**config.mk**
```make
export PLATFORM = sky130hd
export DESIGN_NAME = ysyx_040750_ifu
export DESIGN_NICKNAME = d
export VERILOG_FILES = /design/src/rtl/ysyx_040750_pkg.sv /design/src/rtl/ysyx_040750_if_id_reg.sv /design/src/rtl/ysyx_040750_ifu.sv
export SDC_FILE = /design/constraint.sdc
export NUM_CORES = 1
export LEC_CHECK = 0
export ABC_AREA = 0
export ABC_CLOCK_PERIOD_IN_PS = 5300
export BUFFER_PORTS_ARGS = -buffer_cell sky130_fd_sc_hd__clkbuf_2
export CAP_MARGIN = 10
export CORE_MARGIN = 2
export CORE_UTILIZATION = 35
export CTS_BUF_LIST = sky130_fd_sc_hd__clkbuf_16
export CTS_CLUSTER_SIZE = 25
export DETAILED_ROUTE_END_ITERATION = 8
export GPL_TIMING_DRIVEN = 0
export SLEW_MARGIN = 25
export SYNTH_ARGS = -nofsm -noshare
export SYNTH_HDL_FRONTEND = slang
export SYNTH_HIERARCHICAL = 1
export SYNTH_SLANG_ARGS = --single-unit
```
**constraint.sdc**
```tcl
create_clock -name I_clk -period 5.3 [get_ports I_clk]
set_input_delay 0.53 -clock I_clk [delete_from_list [all_inputs] [get_ports I_clk]]
set_output_delay 0.53 -clock I_clk [all_outputs]
set_load 0.01 [all_outputs]
```
**src/rtl/ysyx_040750_pkg.sv**
```systemverilog
// ysyx_040750_pkg -- shared definitions for the instruction fetch unit.
//   ifu_state_e       : fetch FSM state encoding
//   RESET_PC_DEFAULT  : first fetch address after reset
//   word_align()      : clears the two byte-offset bits of an address
//   seq_pc()          : sequential next PC (pc + 4, wraps modulo 2^32)
package ysyx_040750_pkg;

  typedef enum logic [2:0] {
    S_IDLE   = 3'd0,
    S_REQ    = 3'd1,
    S_RSP    = 3'd2,
    S_OUT    = 3'd3,
    S_WAITPC = 3'd4
  } ifu_state_e;

  localparam logic [31:0] RESET_PC_DEFAULT = 32'h8000_0000;

  function automatic logic [31:0] word_align(input logic [31:0] addr);
    return {addr[31:2], 2'b00};
  endfunction

  function automatic logic [31:0] seq_pc(input logic [31:0] pc);
    return pc + 32'd4;
  endfunction

endpackage

```
**src/rtl/ysyx_040750_if_id_reg.sv**
```systemverilog
// ysyx_040750_if_id_reg -- IF/ID pipeline register.
//   I_clk, I_rst      : clock, synchronous active-high reset
//   load_i            : capture pc/snpc/inst and raise valid
//   clear_i           : drop valid (payload is left as is)
//   pc_i/snpc_i/inst_i: payload to capture
//   valid_o/pc_o/snpc_o/inst_o : registered IF/ID contents
module ysyx_040750_if_id_reg (
  input  logic        I_clk,
  input  logic        I_rst,
  input  logic        load_i,
  input  logic        clear_i,
  input  logic [31:0] pc_i,
  input  logic [31:0] snpc_i,
  input  logic [31:0] inst_i,
  output logic        valid_o,
  output logic [31:0] pc_o,
  output logic [31:0] snpc_o,
  output logic [31:0] inst_o
);

  logic        valid_q;
  logic [31:0] pc_q;
  logic [31:0] snpc_q;
  logic [31:0] inst_q;

  // IF/ID payload and valid flag; load has priority over clear.
  always_ff @(posedge I_clk) begin
    if (I_rst) begin
      valid_q <= 1'b0;
      pc_q    <= 32'd0;
      snpc_q  <= 32'd0;
      inst_q  <= 32'd0;
    end else if (load_i) begin
      valid_q <= 1'b1;
      pc_q    <= pc_i;
      snpc_q  <= snpc_i;
      inst_q  <= inst_i;
    end else if (clear_i) begin
      valid_q <= 1'b0;
    end
  end

  assign valid_o = valid_q;
  assign pc_o    = pc_q;
  assign snpc_o  = snpc_q;
  assign inst_o  = inst_q;

endmodule

```
**src/rtl/ysyx_040750_ifu.sv**
```systemverilog
// ysyx_040750_ifu -- instruction fetch unit.
//   Fetches one instruction per PC: issues a request on the imem request
//   channel, waits for the response, presents it on IF/ID, then waits for
//   the next PC from the next-PC generator.
//   I_clk, I_rst                      : clock, synchronous active-high reset
//   I_dnpc, I_dnpc_valid, O_dnpc_ready: next-PC handshake
//   I_flush                           : discard the fetch in flight / held
//   O_imem_req_valid, O_imem_addr, I_imem_req_ready : request channel
//   I_imem_rsp_valid, I_imem_rdata, O_imem_rsp_ready: response channel
//   O_IF_ID_*, I_IF_ID_ready          : IF/ID output handshake
module ysyx_040750_ifu
  import ysyx_040750_pkg::*;
#(
  parameter logic [31:0] RESET_PC = RESET_PC_DEFAULT
) (
  input  logic        I_clk,
  input  logic        I_rst,
  input  logic [31:0] I_dnpc,
  input  logic        I_dnpc_valid,
  output logic        O_dnpc_ready,
  input  logic        I_flush,
  output logic        O_imem_req_valid,
  output logic [31:0] O_imem_addr,
  input  logic        I_imem_req_ready,
  input  logic        I_imem_rsp_valid,
  input  logic [31:0] I_imem_rdata,
  output logic        O_imem_rsp_ready,
  output logic        O_IF_ID_valid,
  output logic [31:0] O_IF_ID_pc,
  output logic [31:0] O_IF_ID_snpc,
  output logic [31:0] O_IF_ID_inst,
  input  logic        I_IF_ID_ready
);

  ifu_state_e  state_q, state_d;
  logic [31:0] pc_q, pc_d;
  logic        drop_q, drop_d;   // a flushed request is still outstanding

  logic        load_s;
  logic        clear_s;
  logic        dnpc_ready_s;
  logic        req_valid_s;
  logic        rsp_ready_s;
  logic        ifid_valid_s;
  logic [31:0] ifid_pc_s;
  logic [31:0] ifid_snpc_s;
  logic [31:0] ifid_inst_s;

  // FSM state, fetch PC and drop flag.
  always_ff @(posedge I_clk) begin
    if (I_rst) begin
      state_q <= S_IDLE;
      pc_q    <= RESET_PC;
      drop_q  <= 1'b0;
    end else begin
      state_q <= state_d;
      pc_q    <= pc_d;
      drop_q  <= drop_d;
    end
  end

  // Next-state and handshake decode.
  always_comb begin
    state_d      = state_q;
    pc_d         = pc_q;
    drop_d       = drop_q;
    load_s       = 1'b0;
    clear_s      = 1'b0;
    dnpc_ready_s = 1'b0;
    req_valid_s  = 1'b0;
    rsp_ready_s  = 1'b0;
    case (state_q)
      S_IDLE: begin
        state_d = S_REQ;
      end
      S_REQ: begin
        // The request stays up through a flush; its response is dropped later.
        req_valid_s = 1'b1;
        if (I_flush) begin
          drop_d = 1'b1;
        end else begin
          drop_d = drop_q;
        end
        if (I_imem_req_ready) begin
          state_d = S_RSP;
        end else begin
          state_d = S_REQ;
        end
      end
      S_RSP: begin
        rsp_ready_s = 1'b1;
        if (I_imem_rsp_valid) begin
          // A response is either stale (earlier flush) or killed by a
          // same-cycle flush; both cases discard it and leave drop clear.
          if (drop_q || I_flush) begin
            drop_d  = 1'b0;
            state_d = S_WAITPC;
          end else begin
            load_s  = 1'b1;
            state_d = S_OUT;
          end
        end else if (I_flush) begin
          drop_d = 1'b1;
        end else begin
          drop_d = drop_q;
        end
      end
      S_OUT: begin
        // Flush wins over a same-cycle IF/ID handshake.
        if (I_flush || I_IF_ID_ready) begin
          clear_s = 1'b1;
          state_d = S_WAITPC;
        end else begin
          state_d = S_OUT;
        end
      end
      S_WAITPC: begin
        dnpc_ready_s = ~I_flush;
        if (I_dnpc_valid && !I_flush) begin
          pc_d    = I_dnpc;
          state_d = S_REQ;
        end else begin
          state_d = S_WAITPC;
        end
      end
      default: begin
        state_d = S_IDLE;
      end
    endcase
  end

  ysyx_040750_if_id_reg u_if_id_reg (
    .I_clk   (I_clk),
    .I_rst   (I_rst),
    .load_i  (load_s),
    .clear_i (clear_s),
    .pc_i    (pc_q),
    .snpc_i  (seq_pc(pc_q)),
    .inst_i  (I_imem_rdata),
    .valid_o (ifid_valid_s),
    .pc_o    (ifid_pc_s),
    .snpc_o  (ifid_snpc_s),
    .inst_o  (ifid_inst_s)
  );

  // Every output is forced low while reset is held, even before the first
  // reset edge has landed in the registers.
  assign O_dnpc_ready     = dnpc_ready_s & ~I_rst;
  assign O_imem_req_valid = req_valid_s & ~I_rst;
  assign O_imem_addr      = (req_valid_s && !I_rst) ? word_align(pc_q) : 32'd0;
  assign O_imem_rsp_ready = rsp_ready_s & ~I_rst;
  assign O_IF_ID_valid    = ifid_valid_s & ~I_rst;
  assign O_IF_ID_pc       = I_rst ? 32'd0 : ifid_pc_s;
  assign O_IF_ID_snpc     = I_rst ? 32'd0 : ifid_snpc_s;
  assign O_IF_ID_inst     = I_rst ? 32'd0 : ifid_inst_s;

endmodule

```
## Word-level counts from Yosys, hierarchy flattened

Cells that the tools add are included.

- Flip-flop bits (word level): 133
- Input bits: 71
- Output and inout bits: 132
- Logic and storage cells: 55

- Add/sub/neg operators: 1
- Equality and inequality tests: 6
- Mux-type cells: 24
- Bitwise logic cells: 6
- Reduce and logical (&&, ||, !) cells: 11

Operators with widths:

| cell | number |
|---|---|
| 2-to-1 mux 32 bit | 4 |
| adder 32 x 3 -> 32 bit, second input constant | 1 |
| one-hot mux 3 bit (5 select lines) | 1 |
| 2-to-1 mux 1 bit | 13 |
| 2-to-1 mux 3 bit | 4 |
| == test 3 x 2 -> 1 bit, second input constant | 2 |
| AND 1 bit | 4 |
| AND reduction 2 bit | 2 |
| nonzero test 2 bit | 2 |
| == test 3 x 1 -> 1 bit, second input constant | 1 |
| == test 3 bit, second input constant | 1 |
| zero test 3 bit | 1 |
| inequality test 3 bit, second input constant | 1 |
| logical AND 1 bit | 2 |
| zero test 1 bit | 2 |
| logical OR 1 bit | 2 |
| 2-to-1 mux 2 bit | 1 |
| inequality test 2 bit, second input constant | 1 |
| NOT 1 bit | 2 |
| one-hot mux 1 bit (2 select lines) | 1 |

## Depth between registers and ports, before layout

- Depth in word-level cells: 5
- Mapped depth: 8
- Depth with buffers taken out: 7

## Cells and area by module

The synthesis kept the hierarchy.

By module, submodules not included:

| module | instances | cells each | area an instance (um^2) |
|---|---|---|---|
| ysyx_040750_if_id_reg | 1 | 314 | 3438.3 |
| ysyx_040750_ifu | 1 | 410 | 2859.0 |

## Least setup slack after synthesis

Ideal clock, no wire load.

- Path kind: input to output
- Start point: in I_rst
- End point: out O_imem_addr[22]
- Arrival: 1.610 ns
- Slack: 3.160 ns
- Stages on the path: 4
- Path buffers: 2
- Cell sequence: clkbuf_1 nor4b_1 clkbuf_1 and2_1

- Cells in the longest elaborated chain, start to end: 3

Ends and longest elaborated chain:

| what | line | text |
|---|---|---|
| from (decl) | ysyx_040750_ifu.sv:17 | `input logic I_rst,` |
| zero test 1 bit | ysyx_040750_ifu.sv:150 | `assign O_imem_addr = (req_valid_s && !I_rst) ? word_align(pc_q) : 32'd0;` |
| logical AND 1 bit | ysyx_040750_ifu.sv:150 |  |
| 2-to-1 mux 32 bit | ysyx_040750_ifu.sv:150 |  |
| to (decl) | ysyx_040750_ifu.sv:23 | `output logic [31:0] O_imem_addr,` |

Every way passes these cells.

## Worst setup path in the final report

- Start point: reg state_q[2]
- End point: out O_imem_addr[27]

- Cells in the longest elaborated chain, start to end: 4

Ends and longest elaborated chain:

| what | line | text |
|---|---|---|
| from (decl) | ysyx_040750_ifu.sv:35 | `ifu_state_e state_q, state_d;` |
| from (signal assigned) | ysyx_040750_ifu.sv:56 | `state_q <= state_d;` |
| == test 3 x 1 -> 1 bit | ysyx_040750_ifu.sv:72 | `case (state_q)` |
| 2-to-1 mux 1 bit | ysyx_040750_ifu.sv:72 |  |
| logical AND 1 bit | ysyx_040750_ifu.sv:150 |  |
| 2-to-1 mux 32 bit | ysyx_040750_ifu.sv:150 |  |

Every way passes these cells.

==> flow_summary.ini <==
[setup_path]
reg2reg_from = pc_q[2]
rr_endpoint = u_if_id_reg/snpc_o[28]
worstPathArrival_ns = 2.29
cp.buffers_inverters = 3
critPathSlowestCell = nor4b_2
critPathMaxFanout = 10
worst-setup-path-type = flip-flop to output pin
r2r_setup_slack_ns = 3.22
cpPeakStageDelay_ns = 0.60
start_kind = flip-flop
critical_path.cell_chain = clkbuf_1 > nor4b_2 > clkbuf_1 > and2_1 > clkbuf_2
reg2reg_depth = 8
cp.depth = 5
required_ns = 4.77
crit_end = O_imem_addr[27]
startpoint = state_q[2]
cp-end-kind = output pin
crit_family = simple AND/OR/NAND/NOR gates
cp_common_cell = clkbuf_1

[sta]
max-slew-margin-rel_pct = 58.4
finalHoldViolations = 0
slew_viol_final = 0
skew_ns = 0.00857
tightest_slew_ns = 0.624
fmax_mhz = 354
final-setup-viol-count = 0
rsz0062_at_grt = false
finalCriticalPeriod_ns = 2.82
fin_setup_tns_ns = 0
post-route-period-util_pct = 53.2

[global_routing]
grt_max_degree = 17
grtUsageTotal_pct = 18.8
grt_pass1_wl_um = 28400
antenna_found_initial = 0
globalRouteOverflowTotal = 0
grt_pass1_vias = 5357

[final_layout]
layout-drive-gt1-share_pct = 27.7
syn2layout_area_growth_pct = 29.9
diodes = 0
final_cell_count_no_fill = 1185
fin_nets = 1015

[synth]
synth_flop_cell = dfxtp_1
synth_warnings = 6
ys_types = 42
synth_edf_count = 0
synth_most_common_cell = dfxtp_1
yosysTopAreaCell = dfxtp_1
syn_inst = 724
ys_ff_latch = 133
syn_avg_cell_area_um2 = 8.70
synth_area_leaders = dfxtp_1 (42%), mux2i_1 (15%), nor2b_1 (9.7%)
synth_common_cells = dfxtp_1 (133), nor2_1 (107), nor2b_1 (98)
async_flop_share_pct = 0
synth_top_area_share_pct = 42.3
synthesis.area_um2 = 6300
synth.yosys.seq_area_share_pct = 42.3

[power_and_ir_drop]
p_leak_nw = 3.40
vdd.ir_drop.worst_uv = 195
powerDensity_nw_per_um2 = 288

[placed_design]
dp_hpwl_um = 13200
routabilityCongestion = 0.759
io_buffer_count = 199
dp_cells = 1153

[floorplan]
fp.dieArea_um2 = 19100
die_w_um = 138
initial_core_util_pct = 35.4
die_y_um = 138
io_pins = 203
core.rowCount = 49
coreArea_um2 = 17800

[clocking]
clockBufferDepth = 2
post_cts_resized = 0
clkSlewWorstSetupHoldPaths_ns = 0.06
cts_tree = built
root_buffer = clkbuf_16
holdBufCountCts = 0
clkSinkCount = 133
cts_setup_buffers = 0
htree_levels = 4
numCtsBuffers = 17
clk-insertion-delay-late_ns = 0.42

[job]
maxCapViolCount = 0

[routing]
wire_per_inst_um = 15.1
drc = 0
vias = 5473
dr.first_iter.drc_count = 204
routed_wl_um = 17900
vias_per_cell = 4.62
dr.pass1.iters = 4
ant_nets = 0

[outcome]
status = completed

[hold_path]
hold_class = input port to flip-flop
==> report_power, final <==
group          switching [mW]  internal (mW)
logic                  0.0917         0.0595
clock network           0.448          0.734
registers             0.00798           1.01
total                   0.548           1.80
==> area by class of cell <==
cell class	count	area, µm²
clock inverters	15	164
clock buffers	17	425
plain buffers	55	308
well taps	229	287
multi-input cells	528	3300
repair buffers	199	996
fillers	1827	9600
flip-flops and latches	133	2660
inverters	9	33.8
==> per-stage QoR <==
stage | setup slack, ns | power, mW | area, µm² | util, % | hold WS, ns
CTS | 2.42 | 2.38 | 8180 | 46.0 | 0.314
global route | 2.33 | 2.44 | 8180 | 46.0 | 0.327
floorplan | 3.16 | 1.13 | 6300 | - | 0.444
finish | 2.48 | 2.35 | 8180 | 46.0 | 0.334
global placement | 2.24 | 1.19 | 7580 | 42.7 | 0.459
detailed placement | 2.49 | 1.19 | 7590 | 42.7 | 0.459
==> state kept, by name, indices dropped and copies added (netlist names) <==
register,count
u_if_id_reg/inst_o,32
u_if_id_reg/valid_o,1
pc_q,32
u_if_id_reg/snpc_o,32
u_if_id_reg/pc_o,32
drop_q,1
state_q,3
==> layer usage <==
layer	GRT usage, %	vias up	share of wire [%]
met2	30.4	148	46
li1	-	2780	-
met5	0	-	0
met4	6.23	0	1.1
met1	23.8	2529	45
met3	6.20	16	7.3
==> tightest hold or removal path, stage by stage <==
cell and delay [ns]:
clkbuf_2 0.08, nand2_1 0.04, a21oi_1 0.05
==> cells by family after synthesis <==
| logic type | Yosys count | synth area share, % |
|---|---|---|
| fa+ha+maj | 1 | 0.199 |
| xor+xnor | 29 | 4.03 |
| mux | 97 | 15.4 |
| other cells | 1 | 0.0595 |
| simple gates | 355 | 28.8 |
| flops | 133 | 42.3 |
| buf+inv | 64 | 5.42 |
| compound gates | 44 | 3.80 |
==> worst min path at each step <==
stage,from,slack [ns],depth (start not counted),end
finish,I_dnpc[21],0.33,3,pc_q[21]
global route,I_dnpc[18],0.33,3,pc_q[18]
CTS,I_dnpc[23],0.31,3,pc_q[23]
floorplan,u_if_id_reg/valid_o,0.44,2,u_if_id_reg/valid_o
detailed placement,u_if_id_reg/valid_o,0.46,2,u_if_id_reg/valid_o
global placement,u_if_id_reg/valid_o,0.46,2,u_if_id_reg/valid_o
==> cells in the final DEF (no fill, tap or decap), types with 7 or more instances in the layout <==
cell         n
a21oi_1     35
nor2_1     107
clkbuf_1    31
dfxtp_1    133
nor3_1       9
buf_2        9
buf_4       10
xnor2_1     10
nor2b_1     98
nand3_1      7
mux2i_1     97
clkbuf_16   17
clkbuf_2   199
nand2_1     73
xor2_1      19
and2_1      30
inv_1       10
Note: power is estimated with default switching activity, not from simulation.
